$ cat config.mk
export PLATFORM = sky130hd
export DESIGN_NAME = cmd_frame_proc_flat
export DESIGN_NICKNAME = d
export VERILOG_FILES = /design/src/rtl/cmd_frame_proc_if.sv /design/src/rtl/cmd_frame_proc.sv /design/src/flat_wrapper.sv
export SDC_FILE = /design/constraint.sdc
export NUM_CORES = 1
export LEC_CHECK = 0
export BUFFER_PORTS_ARGS = -buffer_cell sky130_fd_sc_hd__buf_2
export CAP_MARGIN = 20
export CELL_PAD_IN_SITES_DETAIL_PLACEMENT = 1
export CELL_PAD_IN_SITES_GLOBAL_PLACEMENT = 1
export CORE_MARGIN = 2
export CORE_UTILIZATION = 45
export DETAILED_ROUTE_END_ITERATION = 8
export PLACE_DENSITY_LB_ADDON = 0.1
export SLEW_MARGIN = 20
export SYNTH_ARGS = -nofsm -noshare
export SYNTH_HDL_FRONTEND = slang
export SYNTH_SLANG_ARGS = --single-unit
$ cat constraint.sdc
create_clock -name clk -period 11.62 [get_ports clk]
set_clock_uncertainty 0.15 [all_clocks]
set_input_delay 1.162 -clock clk [delete_from_list [all_inputs] [get_ports clk]]
set_output_delay 1.162 -clock clk [all_outputs]
set_load 0.1 [all_outputs]
$ cat src/rtl/cmd_frame_proc_if.sv
// Byte-wide 4-phase command and response links between the GSE host and the
// command-frame processor.
interface cmd_frame_proc_if;
  logic [7:0] cmd_data;
  logic       cmd_req;
  logic       cmd_ack;
  logic [7:0] rsp_data;
  logic       rsp_req;
  logic       rsp_ack;

  modport master (
    output cmd_data, cmd_req, rsp_ack,
    input  cmd_ack, rsp_data, rsp_req
  );

  modport slave (
    input  cmd_data, cmd_req, rsp_ack,
    output cmd_ack, rsp_data, rsp_req
  );
endinterface

$ cat src/rtl/cmd_frame_proc.sv
// Assembles fixed-length command frames, runs one register read or write per
// frame and streams back a fixed-length response frame.
module cmd_frame_proc #(
  parameter int          P_FRAME_BYTES    = 17,
  parameter logic [7:0]  P_OP_GET         = 8'h01,
  parameter logic [7:0]  P_OP_SET         = 8'h02,
  parameter logic [7:0]  P_OP_ERR         = 8'hEE,
  parameter int          P_TIMEOUT_CYCLES = 50000
) (
  input  logic         clk,
  input  logic         rst,
  cmd_frame_proc_if.slave bus,
  output logic [7:0]   reg_addr_o,
  output logic         reg_wr_en_o,
  output logic [31:0]  reg_wr_data_o,
  output logic         reg_rd_en_o,
  input  logic [31:0]  reg_rd_data_i,
  output logic [7:0]   frame_err_cnt_o,
  output logic         busy_o
);

  localparam int CNT_W = $clog2(P_FRAME_BYTES);
  localparam int TO_W  = $clog2(P_TIMEOUT_CYCLES + 1);
  localparam logic [CNT_W-1:0] LAST_IDX = CNT_W'(P_FRAME_BYTES - 1);
  localparam logic [TO_W-1:0]  TO_LAST  = TO_W'(P_TIMEOUT_CYCLES - 1);

  typedef enum logic [2:0] {
    RX_IDLE, RX_ACK, EXEC, RD_WAIT, TX_REQ, TX_ACK
  } state_t;

  state_t           state_q;
  logic [CNT_W-1:0] byte_cnt_q;
  logic [CNT_W-1:0] tx_cnt_q;
  logic [TO_W-1:0]  idle_cnt_q;
  logic [7:0]       frame_q [P_FRAME_BYTES];
  logic             cmd_ack_q;
  logic [7:0]       rsp_data_q;
  logic             rsp_req_q;
  logic [7:0]       reg_addr_q;
  logic             reg_wr_en_q;
  logic [31:0]      reg_wr_data_q;
  logic             reg_rd_en_q;
  logic [31:0]      rsp_word_q;
  logic [7:0]       op_rsp_q;
  logic [7:0]       err_cnt_q;
  logic             busy_q;

  logic [31:0]      frame_word_d;
  logic [CNT_W-1:0] tx_nxt_d;
  logic [7:0]       rsp_next_d;

  function automatic logic [7:0] sat_inc(input logic [7:0] v);
    return (v == 8'hFF) ? v : v + 8'd1;
  endfunction

  // Response layout: opcode, address, zero padding, 32-bit word big-endian.
  function automatic logic [7:0] rsp_byte(input logic [CNT_W-1:0] idx,
                                          input logic [7:0]       op,
                                          input logic [7:0]       addr,
                                          input logic [31:0]      word);
    int         pos;
    logic [7:0] b;
    pos = P_FRAME_BYTES - 1 - int'(idx);
    b   = 8'h00;
    if (idx == '0)               b = op;
    else if (idx == CNT_W'(1))   b = addr;
    else if (pos < 4)            b = 8'(word >> (8 * pos));
    return b;
  endfunction

  assign frame_word_d = {frame_q[P_FRAME_BYTES-4], frame_q[P_FRAME_BYTES-3],
                         frame_q[P_FRAME_BYTES-2], frame_q[P_FRAME_BYTES-1]};
  assign tx_nxt_d     = tx_cnt_q + 1'b1;
  assign rsp_next_d   = rsp_byte(tx_nxt_d, op_rsp_q, reg_addr_q, rsp_word_q);

  always_ff @(posedge clk or posedge rst) begin
    if (rst) begin
      state_q       <= RX_IDLE;
      byte_cnt_q    <= '0;
      tx_cnt_q      <= '0;
      idle_cnt_q    <= '0;
      cmd_ack_q     <= 1'b0;
      rsp_data_q    <= 8'h00;
      rsp_req_q     <= 1'b0;
      reg_addr_q    <= 8'h00;
      reg_wr_en_q   <= 1'b0;
      reg_wr_data_q <= 32'h0;
      reg_rd_en_q   <= 1'b0;
      rsp_word_q    <= 32'h0;
      op_rsp_q      <= 8'h00;
      err_cnt_q     <= 8'h00;
      busy_q        <= 1'b0;
      for (int i = 0; i < P_FRAME_BYTES; i++) frame_q[i] <= 8'h00;
    end else begin
      reg_wr_en_q <= 1'b0;
      reg_rd_en_q <= 1'b0;
      case (state_q)
        RX_IDLE: begin
          if (bus.cmd_req && !cmd_ack_q) begin
            frame_q[byte_cnt_q] <= bus.cmd_data;
            cmd_ack_q           <= 1'b1;
            idle_cnt_q          <= '0;
            state_q             <= RX_ACK;
          end else if (byte_cnt_q != '0) begin
            // A stalled partial frame is dropped silently; only the error count records it.
            if (idle_cnt_q == TO_LAST) begin
              idle_cnt_q <= '0;
              byte_cnt_q <= '0;
              err_cnt_q  <= sat_inc(err_cnt_q);
            end else begin
              idle_cnt_q <= idle_cnt_q + 1'b1;
            end
          end
        end
        RX_ACK: begin
          if (!bus.cmd_req) begin
            cmd_ack_q <= 1'b0;
            if (byte_cnt_q == LAST_IDX) begin
              byte_cnt_q <= '0;
              busy_q     <= 1'b1;
              state_q    <= EXEC;
            end else begin
              byte_cnt_q <= byte_cnt_q + 1'b1;
              state_q    <= RX_IDLE;
            end
          end
        end
        EXEC: begin
          reg_addr_q <= frame_q[1];
          tx_cnt_q   <= '0;
          if (frame_q[0] == P_OP_GET) begin
            reg_rd_en_q <= 1'b1;
            op_rsp_q    <= P_OP_GET;
            state_q     <= RD_WAIT;
          end else if (frame_q[0] == P_OP_SET) begin
            reg_wr_en_q   <= 1'b1;
            reg_wr_data_q <= frame_word_d;
            rsp_word_q    <= frame_word_d;
            op_rsp_q      <= P_OP_SET;
            rsp_data_q    <= P_OP_SET;
            state_q       <= TX_REQ;
          end else begin
            err_cnt_q  <= sat_inc(err_cnt_q);
            rsp_word_q <= 32'h0;
            op_rsp_q   <= P_OP_ERR;
            rsp_data_q <= P_OP_ERR;
            state_q    <= TX_REQ;
          end
        end
        RD_WAIT: begin
          rsp_word_q <= reg_rd_data_i;
          rsp_data_q <= op_rsp_q;
          state_q    <= TX_REQ;
        end
        // rsp_data is loaded one cycle ahead of rsp_req so it is settled for the whole request.
        TX_REQ: begin
          if (!rsp_req_q) begin
            rsp_req_q <= 1'b1;
          end else if (bus.rsp_ack) begin
            rsp_req_q <= 1'b0;
            state_q   <= TX_ACK;
          end
        end
        TX_ACK: begin
          if (!bus.rsp_ack) begin
            if (tx_cnt_q == LAST_IDX) begin
              busy_q  <= 1'b0;
              state_q <= RX_IDLE;
            end else begin
              tx_cnt_q   <= tx_nxt_d;
              rsp_data_q <= rsp_next_d;
              state_q    <= TX_REQ;
            end
          end
        end
        default: state_q <= RX_IDLE;
      endcase
    end
  end

  assign bus.cmd_ack     = cmd_ack_q;
  assign bus.rsp_data    = rsp_data_q;
  assign bus.rsp_req     = rsp_req_q;
  assign reg_addr_o      = reg_addr_q;
  assign reg_wr_en_o     = reg_wr_en_q;
  assign reg_wr_data_o   = reg_wr_data_q;
  assign reg_rd_en_o     = reg_rd_en_q;
  assign frame_err_cnt_o = err_cnt_q;
  assign busy_o          = busy_q;

endmodule

$ cat src/flat_wrapper.sv
// flat-port wrapper written by rule: the top's interface ports become plain ports
module cmd_frame_proc_flat 
#(
  parameter int          P_FRAME_BYTES    = 17,
  parameter logic [7:0]  P_OP_GET         = 8'h01,
  parameter logic [7:0]  P_OP_SET         = 8'h02,
  parameter logic [7:0]  P_OP_ERR         = 8'hEE,
  parameter int          P_TIMEOUT_CYCLES = 50000
)
  (clk, rst, reg_addr_o, reg_wr_en_o, reg_wr_data_o, reg_rd_en_o, reg_rd_data_i, frame_err_cnt_o, busy_o, bus_cmd_data, bus_cmd_req, bus_rsp_ack, bus_cmd_ack, bus_rsp_data, bus_rsp_req);
  cmd_frame_proc_if bus_i ();
  input  logic clk;
  input  logic rst;
  output logic [7:0] reg_addr_o;
  output logic reg_wr_en_o;
  output logic [31:0] reg_wr_data_o;
  output logic reg_rd_en_o;
  input  logic [31:0] reg_rd_data_i;
  output logic [7:0] frame_err_cnt_o;
  output logic busy_o;
  input wire logic [$bits(bus_i.cmd_data)-1:0] bus_cmd_data;
  input wire logic [$bits(bus_i.cmd_req)-1:0] bus_cmd_req;
  input wire logic [$bits(bus_i.rsp_ack)-1:0] bus_rsp_ack;
  output wire logic [$bits(bus_i.cmd_ack)-1:0] bus_cmd_ack;
  output wire logic [$bits(bus_i.rsp_data)-1:0] bus_rsp_data;
  output wire logic [$bits(bus_i.rsp_req)-1:0] bus_rsp_req;
  assign bus_i.cmd_data = bus_cmd_data;
  assign bus_i.cmd_req = bus_cmd_req;
  assign bus_i.rsp_ack = bus_rsp_ack;
  assign bus_cmd_ack = bus_i.cmd_ack;
  assign bus_rsp_data = bus_i.rsp_data;
  assign bus_rsp_req = bus_i.rsp_req;
  cmd_frame_proc #(.P_FRAME_BYTES(P_FRAME_BYTES), .P_OP_GET(P_OP_GET), .P_OP_SET(P_OP_SET), .P_OP_ERR(P_OP_ERR), .P_TIMEOUT_CYCLES(P_TIMEOUT_CYCLES)) u_core (.clk(clk), .rst(rst), .bus(bus_i), .reg_addr_o(reg_addr_o), .reg_wr_en_o(reg_wr_en_o), .reg_wr_data_o(reg_wr_data_o), .reg_rd_en_o(reg_rd_en_o), .reg_rd_data_i(reg_rd_data_i), .frame_err_cnt_o(frame_err_cnt_o), .busy_o(busy_o));
endmodule
# Yosys cells after proc, flatten, opt, wreduce, memory -nomap -nowiden
# Index checks and enable logic that the tools add are counted.
# op_classes
n_addsub	5
shift	1
n_mux	58
reduce_logical	24
n_bitwise	2
n_eq_ne	25
n_lt_le_gt_ge	3
# ops
op	count
$bwmux 136	1
$mux 8	15
$mux 32	2
$pmux 32 s2	1
$mux 16	3
$demux 8 s5	1
$mux 5	7
$lt 32x4->1 const B	1
$shr 32x32->8	1
$pmux 8 s3	1
$mux 3	7
$pmux 5 s2	2
$pmux 3 s6	1
$add 16x1->16 const B	1
$eq 16x16->1 const B	1
$pmux 8 s2	1
$reduce_and 5->1	3
$ne 2x2->1 const B	7
$mux 1	13
$ne 2x1->1 const B	6
$reduce_bool 2->1	6
$add 5x1->5 const B	2
$eq 5x5->1 const B	2
$reduce_and 3->1	3
24 further kinds	30
# word_totals
input_bits	44
output_inout_bits	61
register_bits	266
word_cells	150

# Logic depth before layout (Yosys ltp)
# Gate-level depths: netlist of run 1.
# logic_depth
depth_word	9
depth_mapped	12
depth_no_buf	10

# Worst setup path before layout of run 1
# No wires, ideal clock.
# synth_timing
kind	register to register
start	reg u_core.tx_cnt_q[0]
end	reg u_core.rsp_data_q[0] (netlist: u_core.bus.rsp_data[0])
path_stages_with_launch	9
period_less_slack_ns	2.797
path_buffers	2
setup_ns	0.134
arrival_time_ns	2.513
required_ns	11.336
slack_ns	8.823
cell_sequence	dfrtp_1 -> clkbuf_1 -> inv_1 -> ha_1 -> buf_2 -> mux4_2 -> and4_1 -> a222oi_1 -> o21ai_1
# synth_via
elab_chain_len	9
elab_cells_between_ends	15
classes_between	add/sub (2); order compare (1); eq/ne (3); shift (1); mux (6); reduce/logical (2)
# synth_rtl
element	line	source
from (decl)	cmd_frame_proc.sv:33	logic [CNT_W-1:0] tx_cnt_q;
from (signal assigned)	cmd_frame_proc.sv:170	tx_cnt_q <= tx_nxt_d;
$add 5x1->5	cmd_frame_proc.sv:73	assign tx_nxt_d = tx_cnt_q + 1'b1;
$sub 5x5->6	cmd_frame_proc.sv:63	pos = P_FRAME_BYTES - 1 - int'(idx);
$lt 32x4->1 / $shr 32x32->8 (equally long branches)	cmd_frame_proc.sv:67	else if (pos < 4) b = 8'(word >> (8 * pos));
$mux 8	cmd_frame_proc.sv:67	
$mux 8	cmd_frame_proc.sv:66	else if (idx == CNT_W'(1)) b = addr;
$mux 8	cmd_frame_proc.sv:65	if (idx == '0) b = op;
$mux 8	cmd_frame_proc.sv:166	if (tx_cnt_q == LAST_IDX) begin
$mux 8	cmd_frame_proc.sv:165	if (!bus.rsp_ack) begin
$pmux 8 s3	cmd_frame_proc.sv:97	case (state_q)
to (signal assigned)	cmd_frame_proc.sv:152	rsp_data_q <= op_rsp_q;
to (signal assigned)	cmd_frame_proc.sv:171	rsp_data_q <= rsp_next_d;
to (decl)	cmd_frame_proc.sv:37	logic [7:0] rsp_data_q;
# Several ways; a longest one is shown, not always the timed one. The select of a mux whose other input is x is not followed.
# A chain may end at the register's enable or synchronous reset.

# Worst setup path in the final report of run 1
# layout_timing
start	reg u_core.tx_cnt_q[0]
end	reg u_core.rsp_data_q[7] (netlist: u_core.bus.rsp_data[7])
# Same word-level chain as after synthesis.

==> impl_metrics.tcl, run 1 <==
set metrics [dict create \
    setup_violations 0 \
    drive_gt1_share_pct 26.9 \
    worst_path_most_repeated_cell "ha_1" \
    syn-cell-area_mm2 0.00808 \
    drc 0 \
    async_reset_ff_share_pct 100 \
    synth_top_area_cell "dfrtp_1" \
    slew_headroom_pct 36.6 \
    initial_core_util_pct 46.4 \
    yosysMostFrequentCell "dfrtp_1" \
    cts_sinks 173 \
    holdWs_ns 0.328 \
    postCtsResizedCells 0 \
    grt_max_degree 99 \
    worst_setup_path_end_kind "flip-flop" \
    intPower_mw 1.10 \
    dr.pass1.iters 6 \
    path_class "reg -> reg" \
    rsz0062_at_grt "no" \
    grt-ovfl-total 0 \
    gp_congestion 0.816 \
    clock.fmax_ghz 0.295 \
    num_vias 6213 \
    clockRootBuffer "clkbuf_16" \
    dominantRegCellSynth "dfrtp_1" \
    ys_types 70 \
    cts.clk_slew.worst_paths_ns 0.07 \
    antenna_left 0 \
    grt_util_all_layers_pct 25.5 \
    p_leak_nw 4.58 \
    cts_buffers 17 \
    ys_top_cells_by_area "dfrtp_1 (54%), mux2_2 (7.9%), nand2_1 (7.5%)" \
    run_status "completed" \
    cp_top_family "compound AO/OA/AOI/OAI gates" \
    drv_cap 0 \
    cpPeakStageDelay_ns 0.83 \
    tightest_slew_ns 0.951 \
    wl_per_cell_um 21.0 \
    yosys-top-cells-count "dfrtp_1 (173), nand2_1 (162), mux2_2 (57), o21ai_0 (52), nor2_1 (35)" \
    antenna_found_initial 0 \
    cp-start-kind "flip-flop" \
    switchingPower_uw 611 \
    required_ns 11.75 \
    p_comb_share_pct 23.5 \
    die_h_um 138 \
    ir_drop_mv 0.124 \
    cts_setup_buffers 0 \
    vias_per_cell 5.74 \
    syn_to_final_growth_pct 15.6 \
    multiInputGateArea_mm2 0.00352 \
    nNetsFinal 900 \
    fin_crit_ns 3.39 \
    yosysWarnings 0 \
    path_cells "ha_1, nor2_1, a21oi_1, o22ai_1, and2_1, ha_1, a21o_1, a221oi_2, o211ai_1" \
    h-tree-depth 4 \
    holdCritPathClass "reg -> reg" \
    synth_edf_count 0 \
    nFillCells 1950 \
    ctsLongestPathBuffers 2 \
    hold_viol 0 \
    dieWidth_um 138 \
    finalCritPeriodShare_pct 29.1 \
    seqPwrFrac_pct 43.1 \
    setup_slack_ns 8.23 \
    finalPower_mw 1.72 \
    cp_slowest_cell "dfrtp_1" \
    cts_tree "done" \
    dpl_worst_slack_ns 8.17 \
    insertion_delay_ns 0.43 \
    diodes 0 \
    switching_share_pct 35.6 \
    synth-seq-cells 173 \
    die_area_mm2 0.0190 \
    ff_latch_area_mm2 0.00433 \
    fin_tns_setup_ns 0 \
    pwr-share-clk_pct 33.4 \
    crit_fanout 18 \
    syn_nets 809 \
    arrival_ns 3.51 \
    drtIter0Drc 406 \
    core_mm2 0.0174 \
    drv_slew 0 \
    crit_buf_inv 0 \
    cts_hold_buffers 0 \
    rows 48 \
    yosys.area.top_type_share_pct 53.6 \
    dp_hpwl_mm 15.9 \
    synth.avg_cell_area_um2 10.7 \
    numPortBuffers 104 \
    io-pin-count 105 \
    yosysSeqAreaShare_pct 53.6 \
    power_density_mw_per_mm2 184 \
    grt_pass1_wl_mm 36.5 \
    syn_inst 754 \
    drt-total-wl_mm 22.7 \
    first_global_vias 6611 \
]
## registers in the layout, summed over array words and instances (netlist names)
register and flops:
u_core.state_q 3, u_core.bus.rsp_data 8, u_core.reg_wr_data_o 32, u_core.idle_cnt_q 16
u_core.bus.rsp_req 1, u_core.frame_q 48, u_core.rsp_word_q 32, u_core.reg_rd_en_o 1
u_core.busy_o 1, u_core.byte_cnt_q 5, u_core.reg_addr_o 8, u_core.op_rsp_q 3
u_core.bus.cmd_ack 1, u_core.tx_cnt_q 5, u_core.reg_wr_en_o 1, u_core.frame_err_cnt_o 8
## power by group through the flow
stage	registers [mW]	logic [mW]	clock network, mW
4_1_cts	0.737	0.406	0.582
3_5_place_dp	0.748	0.403	0
5_1_grt	0.750	0.442	0.608
3_3_place_gp	0.741	0.388	0
6_report	0.739	0.403	0.573
2_1_floorplan	0.804	0.250	0
## cell usage in the layout, fill, tap and decap left out, types with 5 or more instances in the layout
master     Yosys  final
nand2_1      162    161
xnor2_1       11     11
ha_1          11     11
nor3_1         8      8
a22oi_1       33     33
xor2_1         8      8
dfrtp_1      173    173
and3_1         9      9
buf_2         16    104
nor2b_1        5      5
nand4_1       16     16
clkbuf_16      0     17
mux4_2         8      8
and2_1         6      6
a21oi_1       12     12
o21ai_0       52     52
o21ai_1        7      7
o31ai_1        5      5
nor2_1        35     34
nand3_1       15     15
inv_6          0      5
mux2_2        57     57
inv_1         13     12
## metal layers
| metal | global-route usage (%) | routed length [um] | share of wire [%] | vias to the layer above |
|---|---|---|---|---|
| met5 | 0 | 0 | 0 | - |
| met4 | 6.46 | 312 | 1.4 | 0 |
| met3 | 4.61 | 898 | 3.9 | 26 |
| met2 | 42.6 | 11300 | 50 | 141 |
| met1 | 34.4 | 10200 | 45 | 3206 |
| li1 | - | - | - | 2840 |
## cells by family (layout without fill, tap and decap cells)
| kind of cell | after synthesis | count (layout) | share of synthesized area (%) |
|---|---|---|---|
| buf+inv | 50 | 154 | 2.90 |
| mux | 67 | 67 | 10.4 |
| xor+xnor | 19 | 19 | 2.06 |
| fa+ha+maj | 11 | 11 | 1.70 |
| flops | 173 | 173 | 53.6 |
| simple gates | 292 | 292 | 17.7 |
| compound gates | 142 | 142 | 11.6 |
## stage by stage
stage | util [%] | area, um^2 | std cells
after floorplan | - | 8080 | 754
after CTS | 53.5 | 9320 | 1082
after detailed placement | 50.1 | 8730 | 1050
final | 53.6 | 9340 | 1083
after global placement | 50.1 | 8730 | 1050
after global routing | 53.6 | 9340 | 1083
## final timing paths
kind | from | to | slack [ns] | cells after the start
setup / recovery | u_core.tx_cnt_q[0] | u_core.bus.rsp_data[7] | 8.23 | 9
hold / removal | u_core.reg_wr_data_o[10] | u_core.reg_wr_data_o[10] | 0.33 | 2
setup reg to reg | u_core.tx_cnt_q[0] | u_core.bus.rsp_data[7] | 8.23 | 9
hold reg to reg | u_core.reg_wr_data_o[10] | u_core.reg_wr_data_o[10] | 0.33 | 2
max in group asynchronous | rst | u_core.reg_wr_data_o[15] | 9.05 | 3
min in group asynchronous | rst | u_core.frame_err_cnt_o[1] | 0.77 | 2
## layout make-up
cell class / count / area share (%)
Inverter: 13 / 0.576
Tap cell: 225 / 3.01
Clock buffer: 18 / 4.70
Multi-Input combinational cell: 531 / 37.7
Sequential cell: 173 / 46.4
Clock inverter: 14 / 1.57
Timing Repair Buffer: 109 / 6.06
## worst reg2reg max path: cells and delay by family, from the launching register on
kind / cells / cell delay, ns
AOI/OAI and AO/OA: 5 / 1.22
adders and majority gates: 2 / 0.77
and+or+nand+nor: 2 / 0.28
DFF: 1 / 0.83
Power figures use the tool's default switching activity.
==> inputs of run 2 (changes only) <==
--- a/config.mk
+++ b/config.mk
@@ -5,12 +5,13 @@
 export SDC_FILE = /design/constraint.sdc
 export NUM_CORES = 1
 export LEC_CHECK = 0
+export ABC_AREA = 1
 export BUFFER_PORTS_ARGS = -buffer_cell sky130_fd_sc_hd__buf_2
 export CAP_MARGIN = 20
 export CELL_PAD_IN_SITES_DETAIL_PLACEMENT = 1
 export CELL_PAD_IN_SITES_GLOBAL_PLACEMENT = 1
 export CORE_MARGIN = 2
-export CORE_UTILIZATION = 45
+export CORE_UTILIZATION = 39
 export DETAILED_ROUTE_END_ITERATION = 8
 export PLACE_DENSITY_LB_ADDON = 0.1
 export SLEW_MARGIN = 20
==> constraint.sdc (replaced) <==
create_clock -name clk -period 2.7 [get_ports clk]
set_clock_uncertainty 0.15 [all_clocks]
set_input_delay 0.27 -clock clk [delete_from_list [all_inputs] [get_ports clk]]
set_output_delay 0.27 -clock clk [all_outputs]
set_load 0.1 [all_outputs]
==> run 2 against run 1 <==
Critical path depth is 6 higher. Sequential share of layout area is 3.7 points lower. Cell count is 35% higher. Critical path type unchanged.
==> impl_metrics.tcl, run 2 <==
set metrics [dict create \
    run_status "completed" \
    synth_top_area_cell "dfrtp_1" \
    yosysMostFrequentCell "nand2_1" \
    cp-start-kind "flip-flop" \
    fin_crit_ns 2.40 \
    dpl_cell_area_mm2 0.00921 \
    initial_core_util_pct 39.8 \
    syn_inst 1038 \
    largest_reg_flops 48 \
    required_ns 2.93 \
    stdcell_count 1464 \
    ir_drop_mv 0.462 \
    synth_simple_gate_area_share_pct 29.0 \
    core_mm2 0.0210 \
    crit_start "u_core.tx_cnt_q[1]" \
    drt-total-wl_mm 25.7 \
    worst_setup_path_end_kind "flip-flop" \
    dp_hpwl_mm 18.0 \
    holdWs_ns 0.107 \
    antenna_found_initial 0 \
    design_area_mm2 0.0102 \
    first_global_vias 7613 \
    drc 0 \
    cts_tree "done" \
    drtIter0Drc 312 \
    clock.fmax_ghz 0.417 \
    dieWidth_um 151 \
    cts_sinks 173 \
    dpl_worst_slack_ns 0.312 \
    vias_per_cell 5.14 \
    synth_edf_count 0 \
    synth-seq-cells 173 \
    diodes 0 \
    insertion_delay_ns 0.44 \
    final_cell_mix "nand2_1 (348), dfrtp_1 (173), buf_2 (104), inv_1 (84), nand3_1 (84)" \
    yosysSeqAreaShare_pct 51.7 \
    grt_util_all_layers_pct 23.7 \
    io-pin-count 105 \
    drv_slew 0 \
    p_comb_share_pct 35.0 \
    antenna_left 0 \
    fin_tns_setup_ns 0 \
    yosys.area.top_type_share_pct 51.7 \
    hold_viol 0 \
    dr.pass1.iters 5 \
    holdCritPathClass "in -> async" \
    synth-xor-area-share_pct 0.732 \
    intPower_mw 5.02 \
    wl_per_cell_um 17.6 \
    grt_max_degree 100 \
    rsz0062_at_grt "no" \
    syn_to_final_growth_pct 21.2 \
    nNetsFinal 1231 \
    placed_cells 1398 \
    drv_cap 0 \
    synthAdderAreaFrac_pct 1.64 \
    syn_nets 1093 \
    switchingPower_mw 3.78 \
    ys_types 45 \
    clockRootBuffer "clkbuf_16" \
    power_density_mw_per_mm2 868 \
    setup_slack_ns 0.304 \
    die_area_mm2 0.0227 \
    finalPower_mw 8.81 \
    p_leak_nw 5.02 \
    crit_fanout 8 \
    finalCritPeriodShare_pct 88.7 \
    setup_violations 0 \
    switching_share_pct 43.0 \
    final_common_cell "nand2_1" \
    syn-cell-area_mm2 0.00838 \
    fin_util_pct 48.3 \
    grt_pass1_wl_mm 41.3 \
    grt-ovfl-total 0 \
    yosysWarnings 0 \
    yosys-top-cells-count "nand2_1 (348), dfrtp_1 (173), inv_1 (85), nand3_1 (84), o21ai_0 (78)" \
    num_vias 7528 \
    ys_top_cells_by_area "dfrtp_1 (52%), nand2_1 (16%), nand3_1 (5.0%)" \
    rows 53 \
    async_reset_ff_share_pct 100 \
    nFillCells 2557 \
    synth_top_family_by_area "simple AND/OR/NAND/NOR gates" \
    cts.clk_slew.worst_paths_ns 0.08 \
    seqPwrFrac_pct 36.1 \
    h-tree-depth 4 \
    tightest_slew_ns 0.684 \
    pwr-share-clk_pct 28.9 \
    path_class "reg -> reg" \
    cts_buffers 17 \
    r2r_start "u_core.tx_cnt_q[1]" \
    ctsLongestPathBuffers 2 \
    synth.avg_cell_area_um2 8.07 \
    synth-compound-area-share_pct 10.2 \
    die_h_um 151 \
    arrival_ns 2.63 \
    dominantRegCellSynth "dfrtp_1" \
    drive_gt1_share_pct 16.4 \
    numPortBuffers 104 \
    synthMuxAreaShare_pct 0 \
    regMostFlops "u_core.frame_q" \
    gp_congestion 0.875 \
    slew_headroom_pct 54.3 \
]
## run 2: cell types whose count changed in the layout (fill, tap and decap cells not counted), sizes merged, moves of 32 or more
cell | before | now
nand2 | 166 | 357
nand3 | 15 | 88
a22oi | 33 | 1
mux2 | 58 | 0
dlygate4sd3 | 0 | 34
nor2 | 37 | 90
inv | 21 | 99
## run 2: path summary, 6_finish.rpt
check | slack [ns] | cells past startpoint | to
max | 0.30 | 15 | u_core.bus.rsp_data[6]
min | 0.11 | 3 | u_core.frame_q[29]
max reg2reg | 0.30 | 15 | u_core.bus.rsp_data[6]
min reg2reg | 0.33 | 2 | u_core.reg_addr_o[0]
max in group asynchronous | 1.51 | 4 | u_core.reg_addr_o[2]
min in group clk | 0.11 | 4 | u_core.bus.rsp_req
## run 2: what timing repair did
action | 4_1_cts | 5_1_grt
hold buffers | 34 | 0
hold endpoints to repair | 206 | 0
resized for setup | 0 | 0
setup buffers | 0 | 0
## run 2: routing by layer
metal | up-vias | wire (um) | global-route usage, %
li1 | 3636 | - | -
met1 | 3743 | 12600 | 34.2
met2 | 124 | 12000 | 37.4
met3 | 25 | 747 | 3.39
met4 | 0 | 349 | 6.32
met5 | - | 0 | 0
## run 2: critical path, cell delays in order (launching register included)
cell,delay (ns)
dfrtp_1,0.43
ha_1,0.26
inv_1,0.08
nand2_1,0.09
nand2_1,0.07
nand3_1,0.10
nor2_1,0.05
ha_1,0.26
nand2_1,0.05
nor2_1,0.08
nand2_1,0.07
nor2_2,0.25
o21ai_0,0.16
nand2_1,0.09
nand3_1,0.07
nand2_1,0.07
## run 2: power groups by stage
stage,Combinational (mW),Clock [mW],Sequential [mW]
floorplan,1.60,0,3.93
global placement,3.01,0,3.21
detailed placement,3.04,0,3.23
CTS,3.10,2.59,3.18
global route,3.40,2.70,3.23
finish,3.08,2.55,3.18
## run 2: final cells by class
class,instances,area (um^2),share of cell area [%]
Clock buffer,17,425,4.19
Clock inverter,15,175,1.73
Inverter,93,358,3.53
Multi-Input combinational cell,734,3490,34.4
Sequential cell,173,4330,42.6
Tap cell,275,344,3.39
Timing Repair Buffer,157,1030,10.1
## run 2: cells by family after synthesis
kind of cell | after synthesis
buffers and inverters | 131
XOR/XNOR | 7
adder cells (fa/ha/maj) | 11
AND/OR/NAND/NOR | 563
flip-flops | 173
AO/OA/AOI/OAI | 153
